==> src/rtl/somador_pkg.sv <==
// Shared constants and elaboration-time helpers for the somador_pipe adder/subtractor.
package somador_pkg;

  localparam logic MODE_ADD = 1'b0;
  localparam logic MODE_SUB = 1'b1;

  // Widest operand the saturation helpers can describe; results are cast down to W.
  localparam int SAT_MAX_W = 1024;

  function automatic int cw(input int w, input int stages);
    return (w + stages - 1) / stages;
  endfunction

  function automatic logic [SAT_MAX_W-1:0] sat_pos(input int w);
    return (SAT_MAX_W'(1) << (w - 1)) - SAT_MAX_W'(1);
  endfunction

  function automatic logic [SAT_MAX_W-1:0] sat_neg(input int w);
    return SAT_MAX_W'(1) << (w - 1);
  endfunction

endpackage

==> src/rtl/somador_estagio.sv <==
// One pipeline stage of somador_pipe: registered chunk adder with carry and valid.
module somador_estagio
  import somador_pkg::*;
#(
  parameter int CW = 22
) (
  input  logic          clock,
  input  logic          reset,
  input  logic          i_en,
  input  logic [CW-1:0] i_a,
  input  logic [CW-1:0] i_b,
  input  logic          i_cin,
  input  logic          i_valid,
  output logic [CW-1:0] o_sum,
  output logic          o_cout,
  output logic          o_valid
);

  logic [CW:0]   w_add;
  logic [CW-1:0] r_sum;
  logic          r_cout;
  logic          r_valid;

  assign w_add = {1'b0, i_a} + {1'b0, i_b} + {{CW{1'b0}}, i_cin};

  always_ff @(posedge clock) begin
    if (reset) begin
      r_sum   <= '0;
      r_cout  <= 1'b0;
      r_valid <= 1'b0;
    end else if (i_en) begin
      r_sum   <= w_add[CW-1:0];
      r_cout  <= w_add[CW];
      r_valid <= i_valid;
    end
  end

  assign o_sum   = r_sum;
  assign o_cout  = r_cout;
  assign o_valid = r_valid;

endmodule

==> src/rtl/somador_pipe.sv <==
// Pipelined W-bit adder/subtractor, one carry-chain chunk per stage, valid/ready handshake.
// Build option SOMADOR_SAT_EN: clamp the result to signed saturation on overflow.
module somador_pipe
  import somador_pkg::*;
#(
  parameter int W      = 44,
  parameter int STAGES = 2
) (
  input  logic         clock,
  input  logic         reset,
  input  logic         in_valid,
  output logic         in_ready,
  input  logic         mode,
  input  logic [W-1:0] a,
  input  logic [W-1:0] b,
  output logic         out_valid,
  input  logic         out_ready,
  output logic [W-1:0] s,
  output logic         carry,
  output logic         overflow
);

  localparam int CW_P = cw(W, STAGES);

  logic         w_adv;
  logic [W-1:0] w_b_eff;
  logic         w_cin0;
  logic [W-1:0] w_s_raw;
  logic         r_amsb;
  logic         r_bmsb;

  // The whole pipe moves or holds as one unit; bubbles stay in place.
  assign w_adv    = !out_valid || out_ready;
  assign in_ready = w_adv;

  assign w_b_eff = (mode == MODE_SUB) ? ~b : b;
  assign w_cin0  = (mode == MODE_ADD) ? 1'b0 : 1'b1;

  for (genvar k = 0; k < STAGES; k++) begin : g_st
    localparam int LO = k * CW_P;
    localparam int HI = ((k + 1) * CW_P > W) ? W : (k + 1) * CW_P;
    localparam int CK = HI - LO;

    // w_ua/w_ub: operand bits not yet consumed, starting with this stage's chunk.
    logic [W-LO-1:0] w_ua;
    logic [W-LO-1:0] w_ub;
    logic [CK-1:0]   w_sum;
    logic [HI-1:0]   w_lo_out;
    logic            w_cin;
    logic            w_vin;
    logic            w_cout;
    logic            w_vout;

    if (k == 0) begin : g_src
      assign w_ua     = a;
      assign w_ub     = w_b_eff;
      assign w_cin    = w_cin0;
      assign w_vin    = in_valid;
      assign w_lo_out = w_sum;
    end else begin : g_src
      logic [LO-1:0] r_lo;

      assign w_ua  = g_st[k-1].g_skew.r_ua;
      assign w_ub  = g_st[k-1].g_skew.r_ub;
      assign w_cin = g_st[k-1].w_cout;
      assign w_vin = g_st[k-1].w_vout;

      always_ff @(posedge clock) begin
        if (reset) begin
          r_lo <= '0;
        end else if (w_adv) begin
          r_lo <= g_st[k-1].w_lo_out;
        end
      end

      assign w_lo_out = {w_sum, r_lo};
    end

    somador_estagio #(.CW(CK)) u_estagio (
      .clock   (clock),
      .reset   (reset),
      .i_en    (w_adv),
      .i_a     (w_ua[CK-1:0]),
      .i_b     (w_ub[CK-1:0]),
      .i_cin   (w_cin),
      .i_valid (w_vin),
      .o_sum   (w_sum),
      .o_cout  (w_cout),
      .o_valid (w_vout)
    );

    if (k < STAGES - 1) begin : g_skew
      logic [W-HI-1:0] r_ua;
      logic [W-HI-1:0] r_ub;

      always_ff @(posedge clock) begin
        if (w_adv) begin
          r_ua <= w_ua[W-LO-1:CK];
          r_ub <= w_ub[W-LO-1:CK];
        end
      end
    end else begin : g_msb
      // Sign bits of the effective operands travel with the top chunk for the flag logic.
      always_ff @(posedge clock) begin
        if (reset) begin
          r_amsb <= 1'b0;
          r_bmsb <= 1'b0;
        end else if (w_adv) begin
          r_amsb <= w_ua[CK-1];
          r_bmsb <= w_ub[CK-1];
        end
      end
    end
  end

  assign w_s_raw   = g_st[STAGES-1].w_lo_out;
  assign carry     = g_st[STAGES-1].w_cout;
  assign out_valid = g_st[STAGES-1].w_vout;
  assign overflow  = (r_amsb == r_bmsb) && (w_s_raw[W-1] != r_amsb);

`ifdef SOMADOR_SAT_EN
  localparam logic [W-1:0] SAT_POS = W'(sat_pos(W));
  localparam logic [W-1:0] SAT_NEG = W'(sat_neg(W));

  assign s = overflow ? (r_amsb ? SAT_NEG : SAT_POS) : w_s_raw;
`else
  assign s = w_s_raw;
`endif

endmodule

==> config.mk <==
export PLATFORM = sky130hd
export DESIGN_NAME = somador_pipe
export DESIGN_NICKNAME = d
export VERILOG_FILES = /design/src/rtl/somador_pkg.sv /design/src/rtl/somador_estagio.sv /design/src/rtl/somador_pipe.sv
export SDC_FILE = /design/constraint.sdc
export NUM_CORES = 1
export LEC_CHECK = 0
export ABC_AREA = 1
export CORE_ASPECT_RATIO = 1.4
export CORE_MARGIN = 2
export CORE_UTILIZATION = 54
export DETAILED_ROUTE_END_ITERATION = 16
export PLACE_DENSITY = 0.88
export SYNTH_ARGS = -nofsm -noshare
export SYNTH_HDL_FRONTEND = slang
export SYNTH_HIERARCHICAL = 1
export SYNTH_SLANG_ARGS = --single-unit
==> constraint.sdc <==
create_clock -name clock -period 7.65 [get_ports clock]
set_clock_uncertainty 0.2 [all_clocks]
set_input_delay 1.1475 -clock clock [delete_from_list [all_inputs] [get_ports clock]]
set_output_delay 1.1475 -clock clock [all_outputs]
set_load 0.005 [all_outputs]
Word level (Yosys, flattened, before mapping)

Cells that the tools add are included.

Add/sub/neg operators: 4
Multiply operators: 0
Divide/modulo/power cells: 0
Magnitude comparators: 0
Equality and inequality tests: 2
Shift-type cells: 0
Muxes and demuxes: 2
Bitwise gates (word level): 1
Reductions and logical operators: 3

Operators with widths:

| cell                                      | count |
|---|---|
| 22-bit by 22-bit adder with 23-bit output | 2 |
| 23-bit by 1-bit adder with 23-bit output  | 2 |
| 44-bit 2-to-1 mux                         | 1 |
| 44-bit NOT                                | 1 |
| 1-bit == test                             | 1 |
| 1-bit logical AND                         | 1 |
| 1-bit logical NOT                         | 1 |
| 1-bit logical OR                          | 1 |
| 1-bit 2-to-1 mux                          | 1 |
| 1-bit != test                             | 1 |

Flip-flop bits (word level): 116
Bits in latches: 0
Memory bits (writable): 0
ROM bits: 0
Output and inout bits: 48
Memories: 0

Longest topological paths before layout

Gate-level depths: netlist of the first run.

Depth after elaboration: 4
Mapped depth: 16
Mapped depth without buffers: 14

Modules after synthesis

Netlist of the first run, hierarchy kept.

By module, submodules not included:

| module                               | times used | cells an instance | area each (um^2) |
|---|---|---|---|
| somador_pipe                         | 1          | 255               | 2850.2 |
| somador_estagio at g_st[0].u_estagio | 1          | 431               | 2488.6 |
| somador_estagio at g_st[1].u_estagio | 1          | 424               | 2427.3 |

Worst setup path after synthesis of the first run

No wires, ideal clock.

Kind: input port to output port
Start: input out_ready
End: output in_ready
Data arrival time: 2.268 ns
Slack: 4.034 ns
Cell stages on the path: 3
Path buffers: 1
Cell sequence: nor2_8 > buf_4 > inv_1

Longest elaborated chain between the ends: 1

RTL lines:

| item               | line               | text |
|---|---|---|
| start: declaration | somador_pipe.sv:17 | `input logic out_ready,` |
| 1-bit logical OR   | somador_pipe.sv:33 | `assign w_adv = !out_valid \|\| out_ready;` |
| end: declaration   | somador_pipe.sv:12 | `output logic in_ready,` |

No other way between the ends.

Worst setup path after layout of the first run

Ends and elaborated chain as after synthesis.

==> impl_results.md, run 1 <==
* Status: finished, final reports clean
* Worst path max stage delay at 0.68 ns
* Die area at 15400 sq um
* H-tree depth at 4
* All-Layer GR Usage at 27.2%
* Final hold violations at 0
* Synth top area cells: dfxtp_1, edfxtp_1, nand2_1, inv_1, nor2_1
* Worst Setup SP: out_ready
* Fillers at 1066
* Maxcap violations at 0
* Main synth FF type: dfxtp_1
* Clk root buf: clkbuf_16
* Post-synth EDFFs at 44
* Fin Setup TNS at 0 ns
* P&R area growth vs syn at 26.4%
* Period utilization at 59.8%
* Synth async-reset ratio at 0%
* Hold depth at 2
* Multiplexer area fraction after synthesis at 0%
* Most frequent cell after synthesis: nand2_1
* Delay-heaviest family, CP: buffers and inverters
* Comb pwr share at 30.7%
* Vias post-DR at 7458
* Post-Synth Adder-Cell Area at 7.80%
* Initial antenna violation count at 0
* P_sw at 0.000731 W
* Critical-path cell list: clkdlybuf4s50_1 -> nor2_8 -> clkinv_2 -> clkdlybuf4s50_1
* Sequential area share after synthesis at 35.6%
* Synth Area in Simple Gates at 33.4%
* Ant. Diodes at 0
* P_int at 0.00149 W
* Reg2reg start: g_st[1].u_estagio/o_valid
* Startpoint types: input pin
* Share of post-route cells with drive strength above 1 at 8.27%
* R2R setup slack at 4.29 ns
* CTS sink cnt at 116
* Vias in the first global route at 7369
* Chip Height at 146 um
* Slowest CP cell: clkdlybuf4s50_1
* Starting Density at 55.6%
* WHS Endpoint: g_st[1].g_src.r_lo[5]
* Number of synthesized register bits at 116
* Largest net degree at the start of global routing at 88
* Via/cell ratio at 5.17
* Final count of negative-setup-slack endpoints at 0
* Row cnt at 51
* Mapped Avg Cell Area at 7.00 sq um
* Synth Area in XOR/XNOR at 6.99%
* Worst IR drop on VDD at 165 uV
* Crit path top cell by count: clkdlybuf4s50_1
* R2R depth at 8
* Cts hold-fix bufs at 0
* First-pass GRT wire length at 33300 um
* Area share of the largest cell type after synthesis at 18.6%
* ANT nets after route at 0
* Drt pass-1 iters at 5
* Input/output buffers at 140
* Multi-input combinational cell area at 4090 sq um
* Fmax at 219 MHz
* Fin util at 70.2%
* Clk pwr share at 34.5%
* Syn Nets at 1249
* Die width at 105 um
* Per-cell routed wire length at 14.3 um
* Crit Reg-Reg Endpoint: g_st[1].u_estagio/o_cout
* CTS Buf Count at 17
* Hold crit path type: reg -> reg
* Worst slew margin at 37.3%
* Clock-pin slew on the worst setup and hold paths at 0.06 ns
* Sequential group share of total power at 34.9%
* Critical path type: in -> out
* Global route overflow at 0
* Post-route cell area at 9810 sq um
* Distinct cell type count after synthesis at 36
* GPL Wtd Cong at 0.950
* Synth area leader: dfxtp_1
* I/O Pins at 141
* Pins Over Slew Limit at 0
* PD cells at 226 nW/um^2
* Synth Area in Compound Gates at 4.43%
* Hold Startpoint: g_st[0].u_estagio/o_sum[5]
* FF/Latch Area at 2760 sq um
* Yosys warns at 6
* Cts repair resizes at 0
* Sw frac at 32.9%
* Post-CTS setup buffer count at 0
* CP Buf/Inv Count at 3
* Worst slew pin tran at 0.941 ns
* Final-stage net count at 1384
* Overall power at 0.00222 W
* Critical Path Sink Type: output port
* Routed WL at 20700 um
* Unrepaired setup endpoints after global routing: no
* 1st-iter DRT viols at 558
* Post-synth top cells: nand2_1, inv_1, nor2_1, nand3_1, dfxtp_1
* Clk Latency, worst-skew pair at 0.42 ns
* Crit-path max FO at 31
* HPWL Detailed at 15200 um
* Mapped Cells at 1110
* CTS max path bufs at 2
* Combinational family with the most area after synthesis: simple AND/OR/NAND/NOR gates
* Post-DP Area at 9240 sq um
* DRC violations left at 0
* Fin crit period at 4.57 ns
* CTS tree: done
* Core Area at 14000 sq um
* Synth Cell Area at 7770 sq um
* Pleak at 4.96 nW
* Arr. time, crit path at 3.23 ns
* Required time of the worst setup path at 6.30 ns
power by group through the flow:
stage	clock, W	sequential, W	combinational, W
2_1_floorplan	0	0.000776	0.000431
3_3_place_gp	0	0.000783	0.000647
3_5_place_dp	0	0.000786	0.000663
4_1_cts	0.000773	0.000775	0.000673
5_1_grt	0.000801	0.000782	0.000757
6_report	0.000766	0.000775	0.000681
how the worst max path moves through the flow:
stage                     to  depth (start not counted)  slack, ns
floorplan           in_ready                          3       4.03
global placement    in_ready                          4       3.13
detailed placement  in_ready                          4       3.08
CTS                 in_ready                          4       3.08
global route        in_ready                          4       2.96
finish              in_ready                          4       3.08
metal layers:
metal	share of wire [%]	up-vias	wire length (um)	track usage, %
met4	5.8	0	1210	18.3
met2	53	339	10900	50.3
met3	5.3	85	1100	3.85
met5	0	-	0	0
met1	36	3342	7480	27.9
li1	-	3692	-	-
area by class of cell:
| cell class | count | share of cell area (%) |
|---|---|---|
| clock buffer | 19 | 4.63 |
| clock inverter | 13 | 1.24 |
| inverter | 194 | 7.43 |
| multi-input combinational | 772 | 41.7 |
| sequential | 116 | 28.2 |
| tap | 185 | 2.36 |
| timing repair buffer | 144 | 14.5 |
tightest hold or removal path, delay by kind of cell, from the launching register on:
kind / cells / cell delay (ns)
AND/OR/NAND/NOR: 2 / 0.13
flip-flops: 1 / 0.32
state kept, by name, summed over array words and instances, names as in the netlist:
| name | cells |
|---|---|
| g_st.g_src.r_lo | 22 |
| g_st.u_estagio/o_valid | 2 |
| g_st.u_estagio/o_cout | 2 |
| g_st.g_skew.r_ub | 22 |
| r_amsb | 1 |
| g_st.g_skew.r_ua | 22 |
| g_st.u_estagio/o_sum | 44 |
| r_bmsb | 1 |
logic make-up (layout without fill, tap and decap cells):
logic type | count (synthesis) | in the layout
AOI/OAI and AO/OA | 60 | 60
xor gates and xnor gates | 62 | 62
adders and majority gates | 46 | 46
buffers and inverters | 222 | 370
DFF | 116 | 116
and+or+nand+nor | 604 | 604
cell usage in the layout, fill, tap and decap left out, types with 5 or more instances in the layout:
master and n:
clkdlybuf4s50_1 139, edfxtp_1 44, o21ai_0 27, xor2_1 61, clkbuf_16 18, nand2_2 21
a21oi_2 5, nor2_1 180, clkinv_4 5, a21oi_1 21, nand3_2 6, nand4_1 7
dfxtp_1 72, nor2_2 15, inv_1 182, ha_1 42, nand3_1 84, nand2_1 276
inv_2 11
stage by stage:
stage | setup WS [ns] | hold WS (ns) | std cells
after global placement | 3.13 | 0.262 | 1411
after floorplan | 4.03 | 0.249 | 1110
final | 3.08 | 0.286 | 1443
after CTS | 3.08 | 0.289 | 1443
after detailed placement | 3.08 | 0.273 | 1411
after global routing | 2.96 | 0.305 | 1443
Note: power is estimated with default switching activity, not from simulation.
==> run 2: changes to the inputs <==
Settings changed: CORE_UTILIZATION 54 to 49, PLACE_DENSITY 0.88 to 0.84.
Clock period 7.65 ns to 4.16 ns, I/O delays scaled along.
==> impl_results.md, run 2 (synthesis gave the netlist of run 1 again) <==
* Final count of negative-setup-slack endpoints at 0
* Leading cell type in the layout, fill and taps excluded: nand2_1
* P&R area growth vs syn at 27.5%
* GPL Wtd Cong at 0.978
* Unrepaired setup endpoints after global routing: no
* Period utilization at 74.6%
* Routed WL at 20500 um
* Post-CTS setup buffer count at 0
* Startpoint types: input pin
* Largest register FFs at 44
* Post-route cell area at 9910 sq um
* Required time of the worst setup path at 4.27 ns
* Worst path max stage delay at 0.48 ns
* Via/cell ratio at 4.95
* CP Depth at 14
* Cts repair resizes at 0
* First-pass GRT wire length at 33600 um
* Fin crit period at 3.10 ns
* Critical-path cell list: buf_2 -> xor2_1 -> fa_1 -> fa_1 -> nand3_1 -> nand3_1 -> nand2_1 -> nand2_1 -> nand3_1 -> nand2_1 -> nand2_1 -> nand3_1 -> nand2_1 -> inv_1
* Reg2reg start: g_st[0].g_skew.r_ua[0]
* Die area at 16900 sq um
* Row cnt at 54
* Clock-pin slew on the worst setup and hold paths at 0.06 ns
* CTS sink cnt at 116
* Chip Height at 153 um
* Arr. time, crit path at 3.21 ns
* Clk Latency, worst-skew pair at 0.41 ns
* Status: finished, final reports clean
* Fmax at 322 MHz
* Hold Startpoint: g_st[0].u_estagio/o_sum[17]
* Largest net degree at the start of global routing at 56
* Pins Over Slew Limit at 0
* Vias post-DR at 7205
* WHS Endpoint: g_st[1].g_src.r_lo[17]
* Ant. Diodes at 0
* Maxcap violations at 0
* Final hold violations at 0
* Clk root buf: clkbuf_16
* Worst slew margin at 50.0%
* Final-stage net count at 1387
* Critical path type: in -> reg
* Initial antenna violation count at 0
* R2R depth at 12
* PD cells at 425 nW/um^2
* Fillers at 1346
* Share of post-route cells with drive strength above 1 at 8.56%
* Die width at 110 um
* 1st-iter DRT viols at 470
* DRC violations left at 0
* Worst slew pin tran at 0.749 ns
* Worst IR drop on VDD at 337 uV
* Crit-path max FO at 21
* CP Buf/Inv Count at 2
* R2R setup slack at 1.40 ns
* Hold depth at 2
* Critical Path Sink Type: register
* Crit Reg-Reg Endpoint: g_st[1].u_estagio/o_sum[14]
* Crit path top cell by count: nand2_1
* H-tree depth at 4
* Cts hold-fix bufs at 0
* Drt pass-1 iters at 7
* Fin Setup TNS at 0 ns
* CTS Buf Count at 17
* Highest-count cells in the layout ignoring fill and taps: nand2_1, inv_1, nor2_1
* Per-cell routed wire length at 14.1 um
* Post-DP Area at 9270 sq um
* I/O Pins at 141
* CTS tree: done
* Pleak at 4.99 nW
* Global route overflow at 0
* ANT nets after route at 0
* Core Area at 15500 sq um
* Delay-heaviest family, CP: simple AND/OR/NAND/NOR gates
* Starting Density at 50.0%
* Slowest CP cell: buf_2
* CTS max path bufs at 2
* HPWL Detailed at 15900 um
* Hold crit path type: reg -> reg
* Input/output buffers at 140
* All-Layer GR Usage at 24.5%
* Vias in the first global route at 7172
## run 2: changes by cell type in the layout (fill, tap and decap cells not counted)
| cell | change |
|---|---|
| inv_6 | +3 |
| inv_8 | +1 |
| clkbuf_16 | +1 |
| buf_4 | +3 |
| clkinv_2 | -1 |
| bufinv_16 | +1 |
| clkinv_4 | -1 |
| inv_4 | -3 |
| clkbuf_1 | -1 |
## run 2: routing by layer
layer	vias up	global-route usage, %	routed length [um]
li1	3687	-	-
met1	3223	25.9	7760
met2	240	47.0	11000
met3	55	3.69	983
met4	0	12.0	806
met5	-	0	0
## run 2: power breakdown
part,total (W),leakage (nW),switching [W],internal [W]
clock,0.00154,0.312,0.000572,0.000971
combinational,0.00125,3.62,0.000708,0.000541
sequential,0.00142,1.06,0.0000831,0.00134
total,0.00421,4.99,0.00136,0.00285
## run 2: cell type report
cell class / instances / area, sq um / area share, %
clock inverter: 13 / 156 / 1.58
multi-input combinational: 772 / 4090 / 41.3
clock buffer: 19 / 475 / 4.80
tap: 196 / 245 / 2.48
timing repair buffer: 147 / 1450 / 14.6
inverter: 194 / 729 / 7.36
sequential: 116 / 2760 / 27.9
## run 2: tightest hold or removal path, delay by kind of cell, from the launching register on
family | cells | cell delay, ns
and+or+nand+nor | 2 | 0.13
DFF | 1 | 0.33
## run 2: per-stage QoR
stage | instances | util (%) | hold slack, ns | setup WS (ns) | total power [W]
after floorplan | 1110 | - | 0.249 | 1.22 | 0.00222
after global placement | 1425 | 59.7 | 0.261 | 0.668 | 0.00265
after detailed placement | 1425 | 59.7 | 0.269 | 0.591 | 0.00268
after CTS | 1457 | 63.7 | 0.285 | 1.02 | 0.00422
after global routing | 1457 | 63.7 | 0.315 | 0.868 | 0.00444
final | 1457 | 63.7 | 0.287 | 1.06 | 0.00421
## run 2: worst max path at each step
stage | start | to | slack, ns
floorplan | out_ready | g_st[1].u_estagio/o_cout | 1.22
global placement | mode | g_st[0].u_estagio/o_sum[14] | 0.67
detailed placement | mode | g_st[0].u_estagio/o_sum[14] | 0.59
CTS | mode | g_st[0].u_estagio/o_sum[14] | 1.02
global route | mode | g_st[0].u_estagio/o_sum[14] | 0.87
finish | mode | g_st[0].u_estagio/o_sum[14] | 1.06
